[src/rtl/deconv_dim1.sv]
// ---------------------------------------------------------------------------
// deconv_dim1
// Sequential 1-D GF(2) deconvolver. Recovers `in` from y = in * kernel
// (polynomial product over GF(2), bit index = degree) by long division,
// producing one quotient bit per clock, most significant degree first.
// Also reports whether the remainder was zero (y consistent with kernel)
// and whether the kernel's leading coefficient was zero (division undefined).
//
// Parameters
//   inlen      width of the recovered vector
//   kernlen    kernel width (>= 2)
// Ports
//   clk        rising-edge clock
//   rst        asynchronous active-high reset, clears all outputs
//   start      request, sampled while idle or in the completion cycle
//   y_in       convolved vector (inlen+kernlen-1 bits), captured on start
//   kernel     kernel (kernlen bits), captured on start
//   busy       division in progress
//   done       one-cycle completion pulse
//   x_out      recovered quotient, held until the next completion
//   exact      remainder was zero; valid with and after done
//   err_kernel kernel MSB was zero; valid with and after done
// ---------------------------------------------------------------------------
module deconv_dim1 #(
   parameter int inlen   = 255,
   parameter int kernlen = 3
) (
   input  logic                     clk,
   input  logic                     rst,
   input  logic                     start,
   input  logic [inlen+kernlen-2:0] y_in,
   input  logic [kernlen-1:0]       kernel,
   output logic                     busy,
   output logic                     done,
   output logic [inlen-1:0]         x_out,
   output logic                     exact,
   output logic                     err_kernel
);

   localparam int YW = inlen + kernlen - 1;
   localparam int TW = (inlen > 1) ? $clog2(inlen) : 1;

   typedef enum logic [1:0] {
      S_IDLE,
      S_DIV,
      S_FIN
   } state_t;

   state_t             r_state, w_state_next;
   logic [YW-1:0]      r_rem,   w_rem_next;
   logic [kernlen-1:0] r_k,     w_k_next;
   logic [TW-1:0]      r_t,     w_t_next;
   logic [inlen-1:0]   r_quo,   w_quo_next;
   logic               r_busy,  w_busy_next;
   logic               r_done,  w_done_next;
   logic [inlen-1:0]   r_x,     w_x_next;
   logic               r_exact, w_exact_next;
   logic               r_err,   w_err_next;

   // One division step at index t: the leading coefficient of the current
   // window R[t+kernlen-1 : t] is the quotient bit; when set, the kernel is
   // subtracted (XORed) from that window.
   logic [YW-1:0]    w_k_ext;
   logic [YW-1:0]    w_rem_shr;
   logic             w_q_bit;
   logic [YW-1:0]    w_rem_step;
   logic [inlen-1:0] w_quo_step;

   assign w_k_ext    = YW'(r_k);
   assign w_rem_shr  = r_rem >> r_t;
   assign w_q_bit    = w_rem_shr[kernlen-1];
   assign w_rem_step = w_q_bit ? (r_rem ^ (w_k_ext << r_t)) : r_rem;
   // t counts down from inlen-1, so shifting bits in from the right leaves
   // each quotient bit at its own degree once all steps are done.
   assign w_quo_step = {r_quo[inlen-2:0], w_q_bit};

   always_ff @(posedge clk or posedge rst) begin
      if (rst) begin
         r_state <= S_IDLE;
         r_rem   <= '0;
         r_k     <= '0;
         r_t     <= '0;
         r_quo   <= '0;
         r_busy  <= 1'b0;
         r_done  <= 1'b0;
         r_x     <= '0;
         r_exact <= 1'b0;
         r_err   <= 1'b0;
      end else begin
         r_state <= w_state_next;
         r_rem   <= w_rem_next;
         r_k     <= w_k_next;
         r_t     <= w_t_next;
         r_quo   <= w_quo_next;
         r_busy  <= w_busy_next;
         r_done  <= w_done_next;
         r_x     <= w_x_next;
         r_exact <= w_exact_next;
         r_err   <= w_err_next;
      end
   end

   always_comb begin
      w_state_next = r_state;
      w_rem_next   = r_rem;
      w_k_next     = r_k;
      w_t_next     = r_t;
      w_quo_next   = r_quo;
      w_busy_next  = r_busy;
      w_done_next  = 1'b0;
      w_x_next     = r_x;
      w_exact_next = r_exact;
      w_err_next   = r_err;

      case (r_state)
         // FIN is the cycle in which done is high. A start arriving in it is
         // taken exactly like one in IDLE, so back-to-back requests issued
         // alongside done give one result every inlen+1 cycles.
         S_IDLE, S_FIN: begin
            w_busy_next  = 1'b0;
            w_state_next = S_IDLE;
            if (start) begin
               w_rem_next = y_in;
               w_k_next   = kernel;
               w_t_next   = TW'(inlen - 1);
               w_quo_next = '0;
               if (!kernel[kernlen-1]) begin
                  w_state_next = S_FIN;
                  w_done_next  = 1'b1;
                  w_x_next     = '0;
                  w_exact_next = 1'b0;
                  w_err_next   = 1'b1;
               end else begin
                  w_state_next = S_DIV;
                  w_busy_next  = 1'b1;
               end
            end
         end

         S_DIV: begin
            w_rem_next = w_rem_step;
            w_quo_next = w_quo_step;
            w_t_next   = r_t - TW'(1);
            // The last step publishes its own result in the same edge so
            // that done follows the start by exactly inlen cycles.
            if (r_t == '0) begin
               w_state_next = S_FIN;
               w_busy_next  = 1'b0;
               w_done_next  = 1'b1;
               w_x_next     = w_quo_step;
               w_exact_next = (w_rem_step[kernlen-2:0] == '0);
               w_err_next   = 1'b0;
            end
         end

         default: begin
            w_state_next = S_IDLE;
            w_busy_next  = 1'b0;
         end
      endcase
   end

   assign busy       = r_busy;
   assign done       = r_done;
   assign x_out      = r_x;
   assign exact      = r_exact;
   assign err_kernel = r_err;

endmodule

[config.mk]
export PLATFORM = sky130hd
export DESIGN_NAME = deconv_dim1
export DESIGN_NICKNAME = d
export VERILOG_FILES = /design/src/rtl/deconv_dim1.sv
export SDC_FILE = /design/constraint.sdc
export NUM_CORES = 2
export LEC_CHECK = 0
export BUFFER_PORTS_ARGS = -buffer_cell sky130_fd_sc_hd__buf_2
export CORE_MARGIN = 10
export CORE_UTILIZATION = 60
export CTS_BUF_LIST = sky130_fd_sc_hd__clkbuf_4
export CTS_CLUSTER_SIZE = 10
export DETAILED_ROUTE_END_ITERATION = 8
export PLACE_DENSITY = 0.8
export SYNTH_ARGS = -nofsm -noshare
export SYNTH_HDL_FRONTEND = slang
export SYNTH_SLANG_ARGS = --single-unit
[constraint.sdc]
create_clock -name clk -period 36.8 [get_ports clk]
set_input_delay 1.84 -clock clk [delete_from_list [all_inputs] [get_ports clk]]
set_output_delay 1.84 -clock clk [all_outputs]
set_load 0.02 [all_outputs]
==> impl_metrics.env <==
export IMPL_status="completed"
export IMPL_cp_slowest_cell="or2_1"
export IMPL_ios=522
export IMPL_chipWidth_um=259
export IMPL_leakagePower_nw=18.4
export IMPL_yosys_register_bits=783
export IMPL_rsz0062_at_grt="no"
export IMPL_ys_warn_count=0
export IMPL_maxCapViolCount=0
export IMPL_skew_ns=0.0781
export IMPL_critical_path_peak_fanout=77
export IMPL_synth_top_cell_area_share=0.573
export IMPL_crit_buf_inv=2
export IMPL_dr_pass1_iters=8
export IMPL_finalPower_w=0.00276
export IMPL_ant_nets=0
export IMPL_tns_ns=0
export IMPL_insertion_delay_ns=1.10
export IMPL_hold_path_class="reg2reg"
export IMPL_cts_resized=0
export IMPL_synth_cells=2806
export IMPL_syn_nets=3071
export IMPL_placed_area_um2=36700
export IMPL_clkTransAtPathRegs_ns=0.07
export IMPL_num_rows=87
export IMPL_combPwrFrac=0.312
export IMPL_path_class="reg2reg"
export IMPL_cp_arrival_ns=6.74
export IMPL_power_density_nw_per_um2=70.3
export IMPL_clockBufferDepth=3
export IMPL_grt_pass1_wl_um=174000
export IMPL_synth_edff_count=0
export IMPL_cts_hold_buf=0
export IMPL_wirelength_um=113000
export IMPL_clockPowerShare=0.267
export IMPL_min_period_ns=5.85
export IMPL_num_nets_final=3514
export IMPL_drc=0
export IMPL_drt_iter0_markers=3765
export IMPL_ys_top_cells_by_area="dfrtp_1, a22o_1, o311ai_0, o311ai_1, nand2_1"
export IMPL_path_delay_family="simple AND/OR/NAND/NOR gates"
export IMPL_htreeDepth=4
export IMPL_wire_per_inst_um=27.0
export IMPL_cts_buffers=196
export IMPL_grt_usage=0.329
export IMPL_clk_root_buffer_cell="clkbuf_4"
export IMPL_slowest_delay_ns=1.15
export IMPL_avgViaCountPerCell=7.00
export IMPL_synth_main_ff_cell="dfrtp_1"
export IMPL_areaGrowthSynthToFinish_pct=14.9
export IMPL_max_slew_margin=0.0530
export IMPL_netlist_area_um2=34200
export IMPL_required_ns=37.70
export IMPL_first_global_vias=29600
export IMPL_via_count=29300
export IMPL_core_area_um2=56400
export IMPL_dp_hpwl_um=72500
export IMPL_period_share=0.159
export IMPL_setup_violations=0
export IMPL_post_cts_buffers=0
export IMPL_grt_max_degree=256
export IMPL_tightest_slew_ns=1.42
export IMPL_cts_tree="yes"
export IMPL_grt_antenna_before_repair=23
export IMPL_start_util=0.606
export IMPL_yosys_area_top_type="dfrtp_1"
export IMPL_grt_overflow=0
export IMPL_cts_sinks=783
export IMPL_whs_ns=0.481
export IMPL_ys_types=64
export IMPL_critPathCaptureType="flip-flop"
export IMPL_p_sw_frac=0.399
export IMPL_path_cells="buf_4, mux4_2, and2_1, a211oi_1, nor3_1, a22oi_2, nand4_2, o21ai_4, buf_4, or2_1, o311ai_0"
export IMPL_cp_start_kind="flip-flop"
export IMPL_max_vdd_ir_drop_mv=0.0717
export IMPL_dieArea_um2=66900
export IMPL_final_area_um2=39300
export IMPL_layout_drive_gt1_share=0.268
export IMPL_seq_power_share=0.420
export IMPL_fmax_mhz=171
export IMPL_place_port_buffers=521
export IMPL_syn_area_per_cell_um2=12.2
export IMPL_crit_top_cell="buf_4"
export IMPL_finalHoldViolCount=0
export IMPL_routabilityCongestion=0.944
export IMPL_synthArstFlopShare=1.00
export IMPL_slew_violations=0
export IMPL_die_h_um=259
export IMPL_switchingPower_w=0.00110
export IMPL_ys_seq_area_frac=0.573
export IMPL_p_int_w=0.00166
final cells by class:
type / instances / area [µm²]
antenna: 20 / 50.0
clock buffer: 283 / 2120
clock inverter: 72 / 360
fill: 4099 / 17100
inverter: 6 / 30.0
multi-input combinational: 1705 / 13200
sequential: 783 / 19600
tap: 756 / 946
timing repair buffer: 557 / 2940
placed cells by master (no fill, tap or decap), types with 11 or more instances in the layout:
cell / netlist / layout
clkinv_1: 0 / 56
diode_2: 0 / 20
o311ai_0: 333 / 333
or2_1: 11 / 11
nand2b_1: 18 / 17
clkbuf_4: 0 / 283
nor3_1: 11 / 11
nand2_1: 338 / 338
buf_4: 11 / 31
a22oi_1: 25 / 25
nand3_1: 44 / 44
a21oi_1: 13 / 12
a22o_1: 509 / 509
buf_2: 35 / 521
dfrtp_1: 783 / 781
o311ai_1: 162 / 162
nor2b_1: 13 / 11
mux2i_1: 70 / 70
o21ai_0: 14 / 14
mux4_2: 29 / 29
nor2_1: 22 / 19
cells by family (layout without fill, tap and decap cells):
group                      count (synthesis)  in the layout  share of synthesized area
AOI/OAI and AO/OA                       1095           1095                      0.276
muxes                                    107            107                     0.0436
other                                      0             20                          0
buffers and inverters                    318            918                     0.0415
and+or+nand+nor                          496            496                     0.0631
xor gates and xnor gates                   5              5                    0.00128
adders and majority gates                  2              2                   0.000732
DFF                                      783            783                      0.573
cell usage after synthesis (all sizes together) (18+ instances only):
cell type / number
dfrtp: 783
a22oi: 26
o311ai: 495
mux4: 32
nand2: 338
buf: 79
mux2i: 70
nand2b: 18
clkbuf: 233
nand3: 44
a22o: 509
nor2: 23
metrics by stage:
stage	worst slack, ns	utilization	cells
6_report	30.95	0.696	4182
5_1_grt	30.67	0.696	4175
4_1_cts	30.98	0.696	4162
3_5_place_dp	31.00	0.652	3807
3_3_place_gp	31.15	0.652	3807
2_1_floorplan	12.98	-	2806
registers in the layout, summed over array words and instances (netlist names):
signal      cells
exact           1
busy            1
done            1
r_quo         254
x_out         255
r_state         2
err_kernel      1
r_k             3
r_t             8
r_rem         257
power by group through the flow:
stage          combinational (W)  sequential [W]  clock [W]
6_report                0.000862         0.00116   0.000738
5_1_grt                 0.000924         0.00117   0.000794
4_1_cts                 0.000840         0.00115   0.000747
3_5_place_dp            0.000838         0.00116          0
3_3_place_gp            0.000809         0.00115          0
2_1_floorplan           0.000663         0.00110          0
routing by layer:
metal | part of all wire | global-route usage
met4 | 0.052 | 0.182
met2 | 0.46 | 0.497
met1 | 0.37 | 0.410
met3 | 0.11 | 0.114
met5 | 0.00080 | 0
worst paths after layout:
check / slack (ns) / startpoint / to / cells after the start
hold / removal: 0.48 / err_kernel / err_kernel / 1
setup reg to reg: 30.95 / r_t[1] / r_rem[189] / 11
min in group asynchronous: 0.89 / rst / x_out[116] / 2
hold reg to reg: 0.48 / err_kernel / err_kernel / 1
max in group asynchronous: 32.46 / rst / r_quo[26] / 5
setup / recovery: 30.95 / r_t[1] / r_rem[189] / 11
Note: power is estimated with default switching activity, not from simulation.
